--- config.mk ---
export PLATFORM = sky130hd
export DESIGN_NAME = modular_inverter
export DESIGN_NICKNAME = d
export VERILOG_FILES = /design/src/rtl/modular_inverter.sv
export SDC_FILE = /design/constraint.sdc
export NUM_CORES = 1
export LEC_CHECK = 0
export ABC_AREA = 1
export CAP_MARGIN = 25
export CORE_MARGIN = 2
export CORE_UTILIZATION = 60
export DETAILED_ROUTE_END_ITERATION = 10
export PLACE_DENSITY = 0.76
export SYNTH_ARGS = -nofsm -noshare
export SYNTH_HDL_FRONTEND = slang
export SYNTH_SLANG_ARGS = --single-unit
--- constraint.sdc ---
create_clock -name clk -period 7.42 [get_ports clk]
set_input_delay 1.484 -clock clk [delete_from_list [all_inputs] [get_ports clk]]
set_output_delay 1.484 -clock clk [all_outputs]
set_load 0.02 [all_outputs]
--- src/rtl/modular_inverter.sv ---
// modular_inverter -- computes d = e^-1 mod phi with the extended Euclidean
// algorithm.
//
// The quotient of each Euclid step comes from a 16-cycle restoring
// shift-subtract divider that is time-shared with the optional
// self-check reduction.
//
// Optional feature: define MODINV_SELFCHECK_EN to add a CHECK state after
// FIX. CHECK reduces e*d mod phi over 32 cycles and drops valid (and d)
// unless the result is 1.
//
// Ports:
//   clk      : rising-edge clock
//   rst      : asynchronous active-high reset
//   start    : single-cycle request, accepted in IDLE or DONE
//   e        : public exponent (captured in LOAD)
//   phi      : modulus (captured in LOAD)
//   busy     : computation in progress (LOAD/DIV/UPDATE/FIX[/CHECK])
//   finished : result available (DONE), cleared by the next accepted start
//   valid    : inverse exists
//   d        : inverse in [1, phi-1], or 0 when valid=0
module modular_inverter (
  input  logic        clk,
  input  logic        rst,
  input  logic        start,
  input  logic [15:0] e,
  input  logic [15:0] phi,
  output logic        busy,
  output logic        finished,
  output logic        valid,
  output logic [15:0] d
);

`ifdef MODINV_SELFCHECK_EN
  typedef enum logic [2:0] {IDLE, LOAD, DIV, UPDATE, FIX, CHECK, DONE} state_t;
`else
  typedef enum logic [2:0] {IDLE, LOAD, DIV, UPDATE, FIX, DONE} state_t;
`endif

  state_t      state_q, state_d;
  logic [15:0] r0_q, r0_d, r1_q, r1_d;
  logic [17:0] t0_q, t0_d, t1_q, t1_d;
  logic [15:0] e_q, e_d, phi_q, phi_d;
  logic [15:0] quo_q, quo_d;   // dividend shifting out / quotient shifting in
  logic [15:0] rem_q, rem_d;   // partial remainder, always < divisor
  logic [4:0]  cnt_q, cnt_d;
  logic        valid_q, valid_d;
  logic [15:0] d_q, d_d;
`ifdef MODINV_SELFCHECK_EN
  logic [31:0] prod_q, prod_d;
`endif

  // Shared shift-subtract step: the divider consumes quotient bits of r0,
  // the self-check consumes bits of e*d; divisor is r1 or phi respectively.
  logic        src_bit;
  logic [15:0] divisor;
  logic [16:0] rem_sh;
  logic        ge;
  logic [15:0] rem_nx;
  logic [17:0] qt;
  logic        fix_ok;
  logic [15:0] d_fix;

  always_comb begin
`ifdef MODINV_SELFCHECK_EN
    src_bit = (state_q == CHECK) ? prod_q[31] : quo_q[15];
    divisor = (state_q == CHECK) ? phi_q : r1_q;
`else
    src_bit = quo_q[15];
    divisor = r1_q;
`endif
    rem_sh = {rem_q, src_bit};
    ge     = (rem_sh >= {1'b0, divisor});
    rem_nx = ge ? 16'(rem_sh - {1'b0, divisor}) : rem_sh[15:0];
    // |t1| <= phi, so the 18-bit truncated product is exact.
    qt     = {2'b00, quo_q} * t1_q;
    // Degenerate inputs (phi<2, e==0) can still end with r0==1; reject them.
    fix_ok = (r0_q == 16'd1) && (phi_q >= 16'd2) && (e_q != 16'd0);
    // True result lies in [1, phi-1], so the low 16 bits are exact.
    d_fix  = 16'(t0_q + (t0_q[17] ? {2'b00, phi_q} : 18'd0));
  end

  always_comb begin
    state_d = state_q;
    r0_d    = r0_q;
    r1_d    = r1_q;
    t0_d    = t0_q;
    t1_d    = t1_q;
    e_d     = e_q;
    phi_d   = phi_q;
    quo_d   = quo_q;
    rem_d   = rem_q;
    cnt_d   = cnt_q;
    valid_d = valid_q;
    d_d     = d_q;
`ifdef MODINV_SELFCHECK_EN
    prod_d  = prod_q;
`endif
    case (state_q)
      IDLE, DONE: if (start) state_d = LOAD;
      LOAD: begin
        r0_d    = phi;
        r1_d    = e;
        t0_d    = 18'd0;
        t1_d    = 18'd1;
        e_d     = e;
        phi_d   = phi;
        quo_d   = phi;
        rem_d   = 16'd0;
        cnt_d   = 5'd0;
        valid_d = 1'b0;
        d_d     = 16'd0;
        state_d = (e != 16'd0) ? DIV : FIX;
      end
      DIV: begin
        quo_d = {quo_q[14:0], ge};
        rem_d = rem_nx;
        cnt_d = cnt_q + 5'd1;
        if (cnt_q == 5'd15) state_d = UPDATE;
      end
      UPDATE: begin
        // quo_q holds q, rem_q holds r0 - q*r1.
        r0_d    = r1_q;
        r1_d    = rem_q;
        t0_d    = t1_q;
        t1_d    = t0_q - qt;
        quo_d   = r1_q;
        rem_d   = 16'd0;
        cnt_d   = 5'd0;
        state_d = (rem_q != 16'd0) ? DIV : FIX;
      end
      FIX: begin
        valid_d = fix_ok;
        d_d     = fix_ok ? d_fix : 16'd0;
`ifdef MODINV_SELFCHECK_EN
        prod_d  = {16'd0, e_q} * {16'd0, (fix_ok ? d_fix : 16'd0)};
        rem_d   = 16'd0;
        cnt_d   = 5'd0;
        state_d = CHECK;
`else
        state_d = DONE;
`endif
      end
`ifdef MODINV_SELFCHECK_EN
      CHECK: begin
        prod_d = {prod_q[30:0], 1'b0};
        rem_d  = rem_nx;
        cnt_d  = cnt_q + 5'd1;
        if (cnt_q == 5'd31) begin
          state_d = DONE;
          if (rem_nx != 16'd1) begin
            valid_d = 1'b0;
            d_d     = 16'd0;
          end
        end
      end
`endif
      default: state_d = IDLE;
    endcase
  end

  always_ff @(posedge clk or posedge rst) begin
    if (rst) begin
      state_q <= IDLE;
      r0_q    <= '0;
      r1_q    <= '0;
      t0_q    <= '0;
      t1_q    <= '0;
      e_q     <= '0;
      phi_q   <= '0;
      quo_q   <= '0;
      rem_q   <= '0;
      cnt_q   <= '0;
      valid_q <= 1'b0;
      d_q     <= '0;
`ifdef MODINV_SELFCHECK_EN
      prod_q  <= '0;
`endif
    end else begin
      state_q <= state_d;
      r0_q    <= r0_d;
      r1_q    <= r1_d;
      t0_q    <= t0_d;
      t1_q    <= t1_d;
      e_q     <= e_d;
      phi_q   <= phi_d;
      quo_q   <= quo_d;
      rem_q   <= rem_d;
      cnt_q   <= cnt_d;
      valid_q <= valid_d;
      d_q     <= d_d;
`ifdef MODINV_SELFCHECK_EN
      prod_q  <= prod_d;
`endif
    end
  end

  assign busy     = (state_q != IDLE) && (state_q != DONE);
  assign finished = (state_q == DONE);
  assign valid    = valid_q;
  assign d        = d_q;

endmodule
==> metrics.yaml <==
postRouteAntennaNets: 0
dp_slack_ns: 1.60
synth_edf_count: 0
grt-ovfl-total: 0
synth.avg_cell_area_um2: 7.64
drv_cap: 0
startpoint_type: "flop"
cts_resized: 0
slew_headroom_pct: 40.0
drc: 0
layout_setup_ws_ns: 1.56
fmax_ghz: 0.171
hold_viol: 0
die_w_um: 158
grt_pass1_vias: 12500
start_util_pct: 61.0
antenna_found_initial: 0
yosys_warnings: 0
path_max_fanout: 13
core_area_um2: 23400
die_h_um: 158
critPathKind: "flop to flop"
row_count: 56
tns_ns: 0
port_buffers: 53
status: "finished, final reports clean"
diodes: 0
finalWeightedCongestion: 0.929
syn_inst: 1868
setup_viol: 0
io_pins: 54
final_common_cell: "nand2_1"
grt_pass1_wl_um: 64700
numCtsBuffers: 17
dr.pass1.iters: 6
synthToLayoutAreaGrowth_pct: 9.21
syn_area_um2: 14300
cp-end-kind: "flop"
rsz0062_at_grt: "false"
hold_class: "flop to flop"
cp_data_arrival_time_ns: 6.19
clockBufferDepth: 2
cp.required_ns: 7.74
viasPerCell: 5.63
worstMarginPinSlew_ns: 0.899
slew_viol_final: 0
ys.flop_type: "dfrtp_1"
hold_ws_ns: 0.483
cts_hold_buf: 0
drive_gt1_share_pct: 3.71
dpl_cell_area_um2: 15000
fin_skew_ns: 0.0189
seq_area_frac_synth_pct: 27.5
fin_crit_ns: 5.86
ys_ff_latch: 157
wire_per_inst_um: 17.9
cts_tree: "yes"
drt_iter0_markers: 1050
async_flop_share_pct: 100
gr-usage-all-layers_pct: 33.8
drt_wl_total_um: 39500
period_share_pct: 79.0
clk_pin_slew_ns: 0.09
synth_nets: 2119
fp.dieArea_um2: 25000
via_count: 12400
clock-sinks: 157
cts-root-buf: "clkbuf_16"
postCtsSetupRepairBufs: 0
yosys.cell_types.count: 53
htree_num_levels: 4
nets: 2124
final_cell_area_um2: 15600
clock_latency_ns: 0.44
hpwl_um: 30300
grt_start_max_net_pins: 78
most-common-layout-cells: "491 x nand2_1, 432 x inv_1, 157 x dfrtp_1"
cells in the mapped netlist (3+ instances only):
cell | n | share of area [%]
a31oi_1 | 3 | 0.13
nor4_1 | 20 | 0.88
nand3_1 | 66 | 2.3
a22o_1 | 4 | 0.25
o21ai_1 | 68 | 2.4
o211ai_1 | 11 | 0.58
nor2_2 | 4 | 0.18
dfrtp_1 | 157 | 28
a221o_1 | 3 | 0.21
fa_1 | 128 | 18
nor3_1 | 3 | 0.11
o21ai_0 | 45 | 1.6
xnor2_1 | 16 | 0.98
inv_2 | 15 | 0.39
nand2_1 | 491 | 13
a21oi_1 | 65 | 2.3
clkbuf_1 | 29 | 0.76
a22oi_1 | 4 | 0.21
o21bai_1 | 4 | 0.21
buf_1 | 11 | 0.29
nand4_1 | 10 | 0.44
a221oi_1 | 6 | 0.37
ha_1 | 88 | 7.7
a21o_1 | 7 | 0.37
nand3b_1 | 6 | 0.32
xor2_1 | 11 | 0.67
a211oi_1 | 3 | 0.16
o21a_1 | 3 | 0.16
buf_2 | 32 | 1.1
o22ai_1 | 28 | 1.2
nor2_1 | 49 | 1.3
inv_1 | 433 | 11
o221ai_1 | 18 | 1.1
sequential cells by signal, indices dropped and copies added (netlist names):
register	cells
state_q	3
phi_q	16
divisor	16
t0_q	18
t1_q	18
e_q	16
cnt_q	5
d	16
rem_q	16
valid	1
r0_q	16
quo_q	16
area by class of cell:
class	instances	area, µm²
Sequential cell	157	3930
Timing Repair Buffer	62	618
Tap cell	319	399
Fill cell	2084	7810
Inverter	448	1690
Clock buffer	17	425
Multi-Input combinational cell	1187	8330
Clock inverter	15	201
metrics by stage:
step / util, % / instances
2_1_floorplan: - / 1868
3_3_place_gp: 63.8 / 2172
3_5_place_dp: 63.9 / 2173
4_1_cts: 66.6 / 2205
5_1_grt: 66.6 / 2205
6_report: 66.6 / 2205
worst paths after layout:
check | slack [ns] | endpoint | depth (start not counted) | startpoint
min in group asynchronous | 1.53 | e_q[5]$_DFFE_PP0P_ | 2 | rst
worst max-delay path | 1.56 | t1_q[17]$_DFFE_PP0N_ | 20 | t1_q[6]$_DFFE_PP0N_
max in group asynchronous | 4.72 | rem_q[15]$_DFFE_PP0P_ | 4 | rst
worst min register to register | 0.48 | e_q[0]$_DFFE_PP0P_ | 2 | e_q[0]$_DFFE_PP0P_
worst min-delay path | 0.48 | e_q[0]$_DFFE_PP0P_ | 2 | e_q[0]$_DFFE_PP0P_
worst max register to register | 1.56 | t1_q[17]$_DFFE_PP0N_ | 20 | t1_q[6]$_DFFE_PP0N_
kinds of logic (layout without fill, tap and decap cells):
group | count (synthesis) | after routing | synth area share, %
simple gates | 659 | 659 | 19.0
flops | 157 | 157 | 27.5
fa+ha+maj | 216 | 216 | 25.7
xor+xnor | 27 | 27 | 1.66
compound gates | 285 | 285 | 12.0
buf+inv | 524 | 542 | 14.2
routing by layer:
metal / track usage, % / share of wire, % / up-vias / wire, µm
met5: 0 / 0 / - / 0
met4: 16.0 / 4.7 / 0 / 1850
met3: 5.72 / 7.8 / 120 / 3100
met2: 54.7 / 46 / 558 / 18300
met1: 44.6 / 41 / 5939 / 16200
li1: - / - / 5787 / -
worst max-delay path, stage by stage, from the launching register on:
cell	delay, ns
dfrtp_1	0.75
nand2_1	0.17
fa_1	0.57
inv_1	0.06
fa_1	0.52
fa_1	0.52
inv_1	0.05
fa_1	0.46
fa_1	0.55
inv_1	0.06
fa_1	0.53
inv_1	0.05
ha_1	0.35
a21oi_1	0.25
o21ai_0	0.19
a211oi_1	0.23
nand2_1	0.07
nor2_1	0.14
nand3_1	0.09
nand3_1	0.09
nand2_1	0.05
Power is left out: the tool's default activity adds up to more than one toggle a clock period on the data nets, which glitch-free logic cannot reach.
